## src/rtl/rmw_sequencer_if.sv

```systemverilog
// Purpose: groups the control, memory-bus and ALU signals of the read-modify-write sequencer.
// Latency: none (wiring only).
// Backpressure: the memory side stalls through mem_ready; the control side has none (start is ignored while busy).
// Ports:
//   control: start, op, addr, carry_in -> busy, done, error, flags_we, flags_val, flags_mask
//   memory : mem_addr, mem_rd, mem_wr, mem_wdata -> mem_rdata, mem_ready
//   alu    : alu_op, alu_a, alu_b, alu_cin -> alu_result, alu_flags
// master = the sequencer, slave = the surrounding control unit, memory and ALU.
interface rmw_sequencer_if #(
  parameter int ADDR_W = 16
);
  logic              start;
  logic [4:0]        op;
  logic [ADDR_W-1:0] addr;
  logic              carry_in;
  logic              busy;
  logic              done;
  logic              error;
  logic [ADDR_W-1:0] mem_addr;
  logic              mem_rd;
  logic              mem_wr;
  logic [7:0]        mem_wdata;
  logic [7:0]        mem_rdata;
  logic              mem_ready;
  logic [4:0]        alu_op;
  logic [7:0]        alu_a;
  logic [7:0]        alu_b;
  logic              alu_cin;
  logic [7:0]        alu_result;
  logic [3:0]        alu_flags;
  logic              flags_we;
  logic [3:0]        flags_val;
  logic [3:0]        flags_mask;

  modport master (
    input  start, op, addr, carry_in, mem_rdata, mem_ready, alu_result, alu_flags,
    output busy, done, error, mem_addr, mem_rd, mem_wr, mem_wdata,
           alu_op, alu_a, alu_b, alu_cin, flags_we, flags_val, flags_mask
  );

  modport slave (
    output start, op, addr, carry_in, mem_rdata, mem_ready, alu_result, alu_flags,
    input  busy, done, error, mem_addr, mem_rd, mem_wr, mem_wdata,
           alu_op, alu_a, alu_b, alu_cin, flags_we, flags_val, flags_mask
  );
endinterface

```

## src/rtl/rmw_sequencer.sv

```systemverilog
// Purpose: executes 6502 memory read-modify-write ops (INC/DEC/ASL/LSR/ROL/ROR): read, modify via external ALU, dummy write, final write.
// Latency: done 5 cycles after the start edge with zero memory wait states (4 without the dummy write); +1 per wait cycle.
// Backpressure: each memory access holds its request, address and data until a mem_ready edge; start is ignored unless idle.
// Ports:
//   clk, rst  : rising-edge clock, asynchronous active-high reset
//   bus       : rmw_sequencer_if master view (control handshake, memory bus, ALU operands/result, P-flag update)
module rmw_sequencer #(
  parameter int ADDR_W      = 16,
  parameter bit DUMMY_WRITE = 1'b1
) (
  input  logic           clk,
  input  logic           rst,
  rmw_sequencer_if.master bus
);

  typedef enum logic [2:0] {
    S_IDLE,
    S_READ,
    S_MODIFY,
    S_WRITE_OLD,
    S_WRITE_NEW,
    S_DONE
  } state_t;

  localparam logic [4:0] OP_INC = 5'd5;
  localparam logic [4:0] OP_DEC = 5'd6;
  localparam logic [4:0] OP_ROR = 5'd10;

  state_t            state;
  logic [4:0]        op_q;
  logic              cin_q;
  logic [7:0]        result_q;
  logic [2:0]        nzc_q;      // latched ALU {N,Z,C}; V is never forwarded

  logic              busy_q;
  logic              done_q;
  logic              error_q;
  logic [ADDR_W-1:0] mem_addr_q;
  logic              mem_rd_q;
  logic              mem_wr_q;
  logic [7:0]        mem_wdata_q;
  logic [4:0]        alu_op_q;
  logic [7:0]        alu_a_q;    // doubles as the operand store while in MODIFY
  logic              alu_cin_q;
  logic              flags_we_q;
  logic [3:0]        flags_val_q;
  logic [3:0]        flags_mask_q;

  logic              op_legal;
  logic              op_is_incdec;

  assign op_legal     = (bus.op >= OP_INC) && (bus.op <= OP_ROR);
  assign op_is_incdec = (op_q == OP_INC) || (op_q == OP_DEC);

  always_ff @(posedge clk or posedge rst) begin
    if (rst) begin
      state        <= S_IDLE;
      op_q         <= '0;
      cin_q        <= 1'b0;
      result_q     <= '0;
      nzc_q        <= '0;
      busy_q       <= 1'b0;
      done_q       <= 1'b0;
      error_q      <= 1'b0;
      mem_addr_q   <= '0;
      mem_rd_q     <= 1'b0;
      mem_wr_q     <= 1'b0;
      mem_wdata_q  <= '0;
      alu_op_q     <= '0;
      alu_a_q      <= '0;
      alu_cin_q    <= 1'b0;
      flags_we_q   <= 1'b0;
      flags_val_q  <= '0;
      flags_mask_q <= '0;
    end else begin
      // single-cycle pulses
      done_q     <= 1'b0;
      error_q    <= 1'b0;
      flags_we_q <= 1'b0;

      case (state)
        S_IDLE: begin
          if (bus.start) begin
            if (op_legal) begin
              op_q       <= bus.op;
              cin_q      <= bus.carry_in;
              mem_addr_q <= bus.addr;   // address register holds addr for all three accesses
              mem_rd_q   <= 1'b1;
              busy_q     <= 1'b1;
              state      <= S_READ;
            end else begin
              error_q <= 1'b1;
            end
          end
        end

        S_READ: begin
          if (bus.mem_ready) begin
            mem_rd_q  <= 1'b0;
            alu_op_q  <= op_q;
            alu_a_q   <= bus.mem_rdata;
            alu_cin_q <= cin_q;
            state     <= S_MODIFY;
          end
        end

        S_MODIFY: begin
          // ALU is combinational on alu_op/alu_a/alu_cin, so its outputs are valid here
          result_q  <= bus.alu_result;
          nzc_q     <= {bus.alu_flags[3], bus.alu_flags[1], bus.alu_flags[0]};
          alu_op_q  <= '0;
          alu_a_q   <= '0;
          alu_cin_q <= 1'b0;
          mem_wr_q  <= 1'b1;
          if (DUMMY_WRITE) begin
            mem_wdata_q <= alu_a_q;
            state       <= S_WRITE_OLD;
          end else begin
            mem_wdata_q <= bus.alu_result;
            state       <= S_WRITE_NEW;
          end
        end

        S_WRITE_OLD: begin
          if (bus.mem_ready) begin
            mem_wdata_q <= result_q;
            state       <= S_WRITE_NEW;
          end
        end

        S_WRITE_NEW: begin
          if (bus.mem_ready) begin
            mem_wr_q     <= 1'b0;
            mem_wdata_q  <= '0;
            mem_addr_q   <= '0;
            done_q       <= 1'b1;
            flags_we_q   <= 1'b1;
            flags_val_q  <= {nzc_q[2], 1'b0, nzc_q[1], nzc_q[0]};
            flags_mask_q <= op_is_incdec ? 4'b1010 : 4'b1011;
            state        <= S_DONE;
          end
        end

        S_DONE: begin
          busy_q       <= 1'b0;
          flags_val_q  <= '0;
          flags_mask_q <= '0;
          state        <= S_IDLE;
        end

        default: begin
          state <= S_IDLE;
        end
      endcase
    end
  end

  assign bus.busy       = busy_q;
  assign bus.done       = done_q;
  assign bus.error      = error_q;
  assign bus.mem_addr   = mem_addr_q;
  assign bus.mem_rd     = mem_rd_q;
  assign bus.mem_wr     = mem_wr_q;
  assign bus.mem_wdata  = mem_wdata_q;
  assign bus.alu_op     = alu_op_q;
  assign bus.alu_a      = alu_a_q;
  assign bus.alu_b      = 8'h00;
  assign bus.alu_cin    = alu_cin_q;
  assign bus.flags_we   = flags_we_q;
  assign bus.flags_val  = flags_val_q;
  assign bus.flags_mask = flags_mask_q;

endmodule

```

## src/flat_wrapper.sv

```systemverilog
// flat-port wrapper written by rule: the top's interface ports become plain ports
module rmw_sequencer_flat 
#(
  parameter int ADDR_W      = 16,
  parameter bit DUMMY_WRITE = 1'b1
)
  (clk, rst, bus_start, bus_op, bus_addr, bus_carry_in, bus_mem_rdata, bus_mem_ready, bus_alu_result, bus_alu_flags, bus_busy, bus_done, bus_error, bus_mem_addr, bus_mem_rd, bus_mem_wr, bus_mem_wdata, bus_alu_op, bus_alu_a, bus_alu_b, bus_alu_cin, bus_flags_we, bus_flags_val, bus_flags_mask);
  rmw_sequencer_if #(.ADDR_W(ADDR_W)) bus_i ();
  input  logic clk;
  input  logic rst;
  input wire logic [$bits(bus_i.start)-1:0] bus_start;
  input wire logic [$bits(bus_i.op)-1:0] bus_op;
  input wire logic [$bits(bus_i.addr)-1:0] bus_addr;
  input wire logic [$bits(bus_i.carry_in)-1:0] bus_carry_in;
  input wire logic [$bits(bus_i.mem_rdata)-1:0] bus_mem_rdata;
  input wire logic [$bits(bus_i.mem_ready)-1:0] bus_mem_ready;
  input wire logic [$bits(bus_i.alu_result)-1:0] bus_alu_result;
  input wire logic [$bits(bus_i.alu_flags)-1:0] bus_alu_flags;
  output wire logic [$bits(bus_i.busy)-1:0] bus_busy;
  output wire logic [$bits(bus_i.done)-1:0] bus_done;
  output wire logic [$bits(bus_i.error)-1:0] bus_error;
  output wire logic [$bits(bus_i.mem_addr)-1:0] bus_mem_addr;
  output wire logic [$bits(bus_i.mem_rd)-1:0] bus_mem_rd;
  output wire logic [$bits(bus_i.mem_wr)-1:0] bus_mem_wr;
  output wire logic [$bits(bus_i.mem_wdata)-1:0] bus_mem_wdata;
  output wire logic [$bits(bus_i.alu_op)-1:0] bus_alu_op;
  output wire logic [$bits(bus_i.alu_a)-1:0] bus_alu_a;
  output wire logic [$bits(bus_i.alu_b)-1:0] bus_alu_b;
  output wire logic [$bits(bus_i.alu_cin)-1:0] bus_alu_cin;
  output wire logic [$bits(bus_i.flags_we)-1:0] bus_flags_we;
  output wire logic [$bits(bus_i.flags_val)-1:0] bus_flags_val;
  output wire logic [$bits(bus_i.flags_mask)-1:0] bus_flags_mask;
  assign bus_i.start = bus_start;
  assign bus_i.op = bus_op;
  assign bus_i.addr = bus_addr;
  assign bus_i.carry_in = bus_carry_in;
  assign bus_i.mem_rdata = bus_mem_rdata;
  assign bus_i.mem_ready = bus_mem_ready;
  assign bus_i.alu_result = bus_alu_result;
  assign bus_i.alu_flags = bus_alu_flags;
  assign bus_busy = bus_i.busy;
  assign bus_done = bus_i.done;
  assign bus_error = bus_i.error;
  assign bus_mem_addr = bus_i.mem_addr;
  assign bus_mem_rd = bus_i.mem_rd;
  assign bus_mem_wr = bus_i.mem_wr;
  assign bus_mem_wdata = bus_i.mem_wdata;
  assign bus_alu_op = bus_i.alu_op;
  assign bus_alu_a = bus_i.alu_a;
  assign bus_alu_b = bus_i.alu_b;
  assign bus_alu_cin = bus_i.alu_cin;
  assign bus_flags_we = bus_i.flags_we;
  assign bus_flags_val = bus_i.flags_val;
  assign bus_flags_mask = bus_i.flags_mask;
  rmw_sequencer #(.ADDR_W(ADDR_W), .DUMMY_WRITE(DUMMY_WRITE)) u_core (.clk(clk), .rst(rst), .bus(bus_i));
endmodule
```

## config.mk

```make
export PLATFORM = sky130hd
export DESIGN_NAME = rmw_sequencer_flat
export DESIGN_NICKNAME = d
export VERILOG_FILES = /design/src/rtl/rmw_sequencer_if.sv /design/src/rtl/rmw_sequencer.sv /design/src/flat_wrapper.sv
export SDC_FILE = /design/constraint.sdc
export NUM_CORES = 1
export LEC_CHECK = 0
export CAP_MARGIN = 40
export CORE_MARGIN = 2
export CORE_UTILIZATION = 40
export CTS_CLUSTER_DIAMETER = 80
export DETAILED_ROUTE_END_ITERATION = 8
export PLACE_DENSITY = 0.86
export SYNTH_ARGS = -nofsm -noshare
export SYNTH_HDL_FRONTEND = slang
export SYNTH_SLANG_ARGS = --single-unit
```

## constraint.sdc

```tcl
create_clock -name clk -period 1.75 [get_ports clk]
set_input_delay 0.175 -clock clk [delete_from_list [all_inputs] [get_ports clk]]
set_output_delay 0.175 -clock clk [all_outputs]
set_load 0.005 [all_outputs]
```

# Yosys cells after proc, flatten, opt, wreduce, memory -nomap -nowiden
# Cells that the tools add are included.
# op_classes
add_sub_neg,0
multipliers,0
n_div,0
n_lt_le_gt_ge,2
eq_ne,12
shift,0
n_mux,35
bitwise_logic,0
n_reduce_logical,19
# ops
op,n
$mux 16,3
$pmux 16 s2,1
$mux 8,3
$pmux 8 s3,1
$pmux 4 s2,2
$pmux 8 s2,1
$mux 3,5
$pmux 3 s5,1
$reduce_bool 2->1,6
$eq 5x3->1 const B,2
$mux 1,10
$pmux 5 s2,1
$reduce_and 3->1,3
$mux 4,2
$ne 2x2->1 const B,4
$pmux 1 s2,4
$reduce_and 4->1,2
$eq 3x2->1 const B,2
$eq 3x3->1 const B,2
$reduce_and 2->1,3
$ge 5x3->1 const B,1
$le 5x4->1 const B,1
$mux 5,1
$reduce_and 5->1,1
6 further kinds,6
# totals
ff_bits,71
latch_bits,0
ramBits,0
mem_bits_ro,0
inputBits,46
out_inout_bits,60
word_cells,85
memories,0

# Depth between registers and ports, before layout
# Gate-level depths: netlist of run 1.
# depth
depth_word,5
mapped_depth,7
depth_no_buf,4

# Least setup slack after synthesis of run 1
# No wires, ideal clock.
# synth_timing
path_kind,register to register
from,reg u_core.state[1]
to,reg u_core.cin_q
setup_time_ns,0.125
arrival_ns,1.430
required_time_ns,1.625
path_slack_ns,0.195
path_stages_with_launch,6
path_buffers,1
synth_period_minus_slack_ns,1.555
cell_sequence,dfrtp_1 buf_6 nor3_4 nand2_2 nor3_4 mux2_2
# synth_via
elab_chain_len,2
# synth_lines
element,line_no,text
"start, declared",rmw_sequencer.sv:29,state_t state;
"start signal, assigned",rmw_sequencer.sv:57,state <= S_IDLE;
"start signal, assigned",rmw_sequencer.sv:90,state <= S_READ;
"start signal, assigned",rmw_sequencer.sv:103,state <= S_MODIFY;
$logic_not 3->1,rmw_sequencer.sv:81,case (state)
$reduce_and 3->1 (no source line),-,
"end signal, assigned",rmw_sequencer.sv:86,cin_q <= bus.carry_in;
"end, declared",rmw_sequencer.sv:31,logic cin_q;
# Every way passes these cells.
# A chain may end at the register's enable or synchronous reset.

# Worst setup path in the final report of run 1
# layout_timing
from,reg u_core.state[0]
to,reg u_core.op_q[0]
# layout_via
elab_chain_len,2
# layout_lines
element,line_no,text
$logic_not 3->1,rmw_sequencer.sv:81,
$reduce_and 3->1 (no source line),-,
"end signal, assigned",rmw_sequencer.sv:85,op_q <= bus.op;
"end, declared",rmw_sequencer.sv:30,logic [4:0] op_q;
# Every way passes these cells.

==> flow_metrics.py, run 1 <==
metrics = {
    "critical_path": {
        "crit_slowest_cell": "dfrtp_2",
        "worst_r2r_startpoint": "u_core.state[0]",
        "setup.reg_to_reg.worst_slack_ps": 100,
        "worst-setup-path-type": "reg -> reg",
        "cp.required_ps": 1970,
        "worst_setup_path_end_kind": "register",
        "reg2reg_to": "u_core.op_q[0]",
        "worstPathMaxFanout": 6,
        "reg2reg_depth": 4,
        "setup.worst_path.start_class": "register",
        "timing.critical_path.cells": "nor3_4 -> nand2_2 -> nor3_4 -> mux2_2",
        "max_stage_delay_ps": 470,
        "arrival_ps": 1880,
        "path_common_cell": "nor3_4",
    },
    "yosys": {
        "seq_area_frac_synth_pct": 56.9,
        "combinational_family_with_the_most_area_after_synthesis": "compound AO/OA/AOI/OAI gates",
        "xor_xnor_fraction_of_synth_area_pct": 0.586,
        "yosys.cell_types.count": 38,
        "synthesized_netlist_cell_count": 238,
        "muxShareOfSynthArea_pct": 5.98,
        "synth-adder-area-share_pct": 0,
        "post_synth_instance_area_um2": 2990,
        "post_synth.cell_area_avg_um2": 12.6,
        "compound_cell_area_share_of_the_yosys_netlist_pct": 19.3,
        "postSynthRegisterBits": 68,
        "yosys_warnings": 0,
        "synth_simple_gate_area_share_pct": 9.66,
    },
    "grt": {
        "globalRouteOverflowTotal": 0,
        "grt_start_max_net_pins": 24,
        "grt_usage_pct": 17.8,
        "grt_antenna_before_repair": 0,
        "grt_first_pass_wirelength_um": 11600,
        "grt_pass1_vias": 2405,
    },
    "final_layout": {
        "final_net_count": 397,
        "multi_input_area_um2": 1110,
        "insertedDiodeCount": 0,
        "syn_to_final_growth_pct": 45.3,
        "n_fill_cell": 603,
        "register_area_um2": 1700,
        "drive_gt1_share_pct": 20.5,
        "finish.cell_count_without_fillers": 455,
    },
    "sta": {
        "finalClockSkew_ps": 12.3,
        "report.final.setup_viol": 0,
        "fmax_mhz": 605,
        "postLayoutSetupSlackWorst_ps": 95.8,
        "final-hold-violation-count": 0,
        "finalCriticalPeriod_ps": 1650,
        "layout_worst_path_cycle_share_pct": 94.5,
        "final-max-slew-violation-count": 0,
        "setup_repair_after_global_routing_missed_its_margin": "no",
        "max-slew-margin-rel_pct": 64.1,
        "worst_max_slew_pin_slew_ps": 538,
    },
    "power": {
        "power.total_mw": 7.12,
        "power_density_nw_per_um2": 1640,
        "power.ir.vdd_worst_v": 0.000629,
        "power.static_leakage_nw": 1.91,
    },
    "clocking": {
        "cts_buffer_depth": 2,
        "cts_max_level": 3,
        "ctsHoldBuffers": 0,
        "numClockSinks": 68,
        "cts-root-buf": "clkbuf_8",
        "cts_buffers": 9,
        "clk_pin_slew_ps": 80,
        "cts_tree": "built",
        "worstSkewPairLatency_ps": 330,
    },
    "detailed_routing": {
        "initialDrtViolationCount": 81,
        "dr_wl_met2_um": 3560,
        "postRouteWirelength_um": 7160,
        "drcViolationCount": 0,
        "drt-met1-wl_um": 3050,
        "dr_total_vias": 2308,
        "post_drt_via_cell_ratio": 5.07,
        "maxUsedRoutingLayer": "met4",
        "drt-pass1-iter-count": 4,
        "met3_routed_wl_um": 412,
        "ant_nets": 0,
        "drt-wirelength-per-cell_um": 15.7,
    },
    "floorplan": {
        "core_um2": 7250,
        "placement_rows": 31,
        "initial_core_util_pct": 41.2,
        "top_level_ports": 106,
        "die_width_um": 90.5,
        "floorplan.die.height_um": 90.5,
        "dieArea_um2": 8190,
    },
    "place": {
        "place_ws_ps": -202,
        "port_buffers": 94,
        "place_inst": 438,
        "gpl.final_weighted_congestion": 0.797,
        "detailed_place_hpwl_um": 5300,
    },
    "status": {
        "status": "completed",
    },
    "flow_run": {
        "cap_viol_max_count": 0,
    },
    "hold_path": {
        "worst_hold_path_type": "in -> async",
    },
}
-- power by group --
part           leakage, nW  switching, mW  total [mW]  internal [mW]
sequential           0.857          0.475        2.69           2.21
combinational        0.951           1.23        3.13           1.90
clock               0.0995          0.600        1.31          0.709
-- logic make-up after synthesis --
group / after synthesis
AO/OA/AOI/OAI: 74
flip-flops: 68
AND/OR/NAND/NOR: 45
buffers and inverters: 32
multiplexers: 16
XOR/XNOR: 2
other: 1
-- cell usage after synthesis --
cell type / instances / share of area (%)
and4bb_4: 1 / 0.54
nand2_2: 2 / 0.42
nor2b_1: 5 / 1.0
a21oi_1: 11 / 1.8
a21oi_2: 1 / 0.29
a22o_1: 30 / 8.8
o21a_1: 1 / 0.25
o31ai_1: 8 / 2.0
nor3b_4: 1 / 0.63
nand2_1: 13 / 1.6
o21ai_0: 8 / 1.3
inv_1: 4 / 0.50
a222oi_1: 1 / 0.33
o21bai_1: 1 / 0.25
buf_6: 5 / 1.9
and2b_4: 1 / 0.33
o22a_1: 1 / 0.29
nand2b_1: 4 / 0.84
nand3b_1: 5 / 1.3
mux2_2: 15 / 5.6
buf_4: 16 / 4.0
nand3_1: 2 / 0.33
dfrtp_1: 68 / 57
a21o_1: 2 / 0.50
nor2_4: 1 / 0.38
mux2i_1: 1 / 0.33
nor3_4: 2 / 1.1
xor2_1: 2 / 0.59
and3b_1: 1 / 0.29
a21bo_2: 1 / 0.33
nor2_1: 7 / 0.88
buf_2: 4 / 0.67
a2111oi_4: 1 / 0.92
clkbuf_1: 2 / 0.25
o22ai_1: 7 / 1.5
a211oi_4: 1 / 0.67
clkbuf_2: 1 / 0.17
conb_1: 1 / 0.13
-- how the worst max path moves through the flow --
stage | from | endpoint | slack (ps) | cells after the start
2_1_floorplan | u_core.state[1] | u_core.cin_q | 200 | 5
3_3_place_gp | bus_op[3] | u_core.bus.mem_addr[15] | -140 | 6
3_5_place_dp | bus_op[3] | u_core.bus.mem_addr[8] | -200 | 6
4_1_cts | u_core.state[2] | u_core.bus.mem_wdata[6] | 9 | 6
5_1_grt | u_core.state[0] | u_core.op_q[3] | 5 | 5
6_report | u_core.state[0] | u_core.op_q[0] | 100 | 4
-- per-layer routing --
layer / global-route usage [%] / vias to the layer above
li1: - / 1066
met1: 21.4 / 1134
met2: 30.0 / 94
met3: 4.84 / 14
met4: 7.69 / 0
met5: 0 / -
-- layout by cell type, fill, tap and decap left out, types with 7 or more instances in the layout --
| cell | count |
|---|---|
| buf_4 | 23 |
| mux2_2 | 15 |
| nor2_1 | 7 |
| o31ai_1 | 8 |
| nand2_1 | 13 |
| clkdlybuf4s50_1 | 94 |
| o21ai_0 | 8 |
| dfrtp_1 | 66 |
| a21oi_1 | 11 |
| a22o_1 | 30 |
| clkbuf_8 | 10 |
| conb_1 | 10 |
| o22ai_1 | 7 |
-- metrics by stage --
stage | util (%) | TNS (ps) | hold slack, ps | instance area, um2
after CTS | 59.7 | 0 | 222 | 4330
after global placement | 56.8 | -2870 | 461 | 4120
after detailed placement | 56.8 | -3890 | 473 | 4120
after global routing | 59.9 | 0 | 260 | 4350
after floorplan | - | 0 | 268 | 3030
final | 59.9 | 0 | 223 | 4350
-- worst max-delay path: cells and delay by family (launching register included) --
kind	cells	cell delay [ps]
mux	1	380
simple gates	3	690
flops	1	470
-- timing repair --
action                                  CTS  global route
endpoints found under the setup margin    0            24
buffers inserted                          0             1
gates resized for setup                   0             4
-- sequential cells by signal, summed over array words and instances, names as in the netlist, 2 cells and up --
| register | cells |
|---|---|
| u_core.op_q | 5 |
| u_core.bus.flags_val | 3 |
| u_core.bus.flags_mask | 2 |
| u_core.nzc_q | 3 |
| u_core.bus.alu_op | 5 |
| u_core.bus.alu_a | 8 |
| u_core.bus.mem_addr | 16 |
| u_core.state | 3 |
| u_core.result_q | 8 |
| u_core.bus.mem_wdata | 8 |
-- cell type report --
cell class | count | share of cell area (%)
well taps | 99 | 2.85
inverters | 4 | 0.432
flip-flops and latches | 68 | 39.2
repair buffers | 121 | 27.3
clock inverters | 6 | 1.64
multi-input cells | 147 | 25.5
clock buffers | 10 | 3.17
Power figures use the tool's default switching activity.
==> run 2, diff against run 1 <==
--- a/config.mk
+++ b/config.mk
@@ -6,6 +6,7 @@
 export NUM_CORES = 1
 export LEC_CHECK = 0
 export CAP_MARGIN = 40
+export CORE_ASPECT_RATIO = 2
 export CORE_MARGIN = 2
 export CORE_UTILIZATION = 40
 export CTS_CLUSTER_DIAMETER = 80
==> flow_metrics.py, run 2 (same netlist as run 1, synthesis figures left out) <==
metrics = {
    "clocking": {
        "numClockSinks": 68,
        "clk_pin_slew_ps": 50,
        "cts-root-buf": "clkbuf_16",
        "cts_buffers": 9,
        "cts_max_level": 3,
        "cts_tree": "built",
        "cts_buffer_depth": 2,
        "worstSkewPairLatency_ps": 330,
    },
    "detailed_routing": {
        "drt-pass1-iter-count": 4,
        "drt-wirelength-per-cell_um": 16.9,
        "initialDrtViolationCount": 212,
        "dr_total_vias": 2300,
        "drcViolationCount": 0,
        "ant_nets": 0,
        "post_drt_via_cell_ratio": 5.15,
        "postRouteWirelength_um": 7560,
    },
    "place": {
        "placed_cell_area_um2": 4070,
        "detailed_place_hpwl_um": 5440,
        "place_inst": 428,
        "place_ws_ps": -203,
        "port_buffers": 94,
        "gpl.final_weighted_congestion": 0.775,
    },
    "hold_path": {
        "worst_hold_path_type": "in -> async",
    },
    "critical_path": {
        "reg2reg_to": "u_core.op_q[0]",
        "reg2reg_depth": 5,
        "setup.reg_to_reg.worst_slack_ps": 80,
        "worst_setup_path_end_kind": "register",
        "arrival_ps": 1880,
        "worstPathMaxFanout": 9,
        "worst_r2r_startpoint": "u_core.state[0]",
        "setup.worst_path.start_class": "register",
        "cp.required_ps": 1960,
        "worst-setup-path-type": "reg -> reg",
    },
    "grt": {
        "grt_first_pass_wirelength_um": 12300,
        "busiest_layer": "met2",
        "grt_use_met1_pct": 22.2,
        "globalRouteMet2Util_pct": 35.7,
        "globalRouteOverflowTotal": 0,
        "grt_start_max_net_pins": 69,
        "grt_usage_pct": 20.1,
        "grt_pass1_vias": 2381,
        "grt.met3_usage_pct": 4.88,
        "grt_antenna_before_repair": 0,
    },
    "sta": {
        "final-max-slew-violation-count": 0,
        "finalClockSkew_ps": 6.38,
        "fmax_mhz": 598,
        "report.final.setup_viol": 0,
        "postLayoutSetupSlackWorst_ps": 77.8,
        "finalCriticalPeriod_ps": 1670,
        "final-hold-violation-count": 0,
        "layout_worst_path_cycle_share_pct": 95.6,
    },
    "status": {
        "status": "completed",
    },
    "floorplan": {
        "initial_core_util_pct": 41.2,
        "floorplan.die.height_um": 126,
        "die_width_um": 65.2,
        "placement_rows": 44,
        "dieArea_um2": 8230,
        "top_level_ports": 106,
        "core_um2": 7270,
    },
    "power": {
        "power_density_nw_per_um2": 1750,
        "power.static_leakage_nw": 1.96,
        "power.ir.vdd_worst_v": 0.000892,
    },
    "final_layout": {
        "layout.cells.most_common": "clkdlybuf4s50_1",
        "drive_gt1_share_pct": 20.0,
        "insertedDiodeCount": 0,
        "postLayoutCellArea_um2": 4420,
        "highest_count_cells_in_the_layout_ignoring_fill_and_taps": "clkdlybuf4s50_1, dfrtp_1, a22o_1",
        "finish.cell_count_without_fillers": 447,
        "syn_to_final_growth_pct": 47.9,
        "number_of_flip_flops_in_the_largest_register": 16,
        "final_net_count": 396,
    },
    "flow_run": {
        "cap_viol_max_count": 0,
    },
}
[run 2: changes by cell type in the layout (fill, tap and decap cells not counted), sizes merged]
cell and delta:
buf -1, bufinv +1, clkbuf +1, clkinv +2, clkinvlp -2, inv -2
[run 2: final cells by class]
cell class / count / area (um2)
Clock inverter: 5 / 75.1
Sequential cell: 68 / 1700
Clock buffer: 11 / 243
Inverter: 4 / 18.8
Timing Repair Buffer: 120 / 1160
Tap cell: 92 / 115
Multi-Input combinational cell: 147 / 1110
Fill cell: 596 / 2840
[run 2: per-layer routing]
layer	wire length [um]	part of all wire, %
met4	171	2.3
met1	2590	34
met2	4420	58
met3	381	5.0
met5	0	0
[run 2: critical path, stage by stage, from the launching register on]
cell and delay (ps):
dfrtp_2 480, nor3_4 230, nand2_2 120, nor3_4 220, buf_4 160, mux2_2 330
[run 2: metrics by stage]
step           hold WS (ps)  power [mW]  util, %  setup TNS (ps)
2_1_floorplan           268        4.31        -               0
3_3_place_gp            458        5.66     56.1           -2860
3_5_place_dp            464        5.80     56.1           -3670
4_1_cts                 310        7.77     60.5               0
5_1_grt                 349        8.19     60.9           -53.6
6_report                293        7.73     60.9               0
[run 2: power by group]
group	switching [mW]	total [mW]	internal, mW
Clock	0.631	1.91	1.28
Sequential	0.518	2.73	2.22
Combinational	1.23	3.09	1.86
Total	2.38	7.73	5.35
[run 2: worst max-delay path by stage]
stage / cells after the start / startpoint / endpoint / slack (ps)
after global routing: 5 / u_core.state[0] / u_core.op_q[0] / -30
after floorplan: 5 / u_core.state[1] / u_core.cin_q / 200
final: 5 / u_core.state[0] / u_core.op_q[0] / 80
after CTS: 4 / u_core.state[2] / u_core.bus.mem_addr[15] / 30
after global placement: 6 / bus_op[3] / u_core.op_q[3] / -170
after detailed placement: 6 / bus_op[3] / u_core.op_q[3] / -200
[run 2: timing repair]
item,in CTS,in global routing
hold endpoints to repair,0,0
resized for setup,1,2
setup buffers,0,3
pin swaps,0,1
setup endpoints to repair,16,25
hold buffers,0,0
==> run 3, diff against run 2 <==
--- a/config.mk
+++ b/config.mk
@@ -5,12 +5,14 @@
 export SDC_FILE = /design/constraint.sdc
 export NUM_CORES = 1
 export LEC_CHECK = 0
+export ABC_CLOCK_PERIOD_IN_PS = 1750
 export CAP_MARGIN = 40
 export CORE_ASPECT_RATIO = 2
 export CORE_MARGIN = 2
 export CORE_UTILIZATION = 40
 export CTS_CLUSTER_DIAMETER = 80
 export DETAILED_ROUTE_END_ITERATION = 8
+export GPL_ROUTABILITY_DRIVEN = 0
 export PLACE_DENSITY = 0.86
 export SYNTH_ARGS = -nofsm -noshare
 export SYNTH_HDL_FRONTEND = slang
==> results of run 3 <==
Final layout, timing and power as in run 2 (identical DEF).
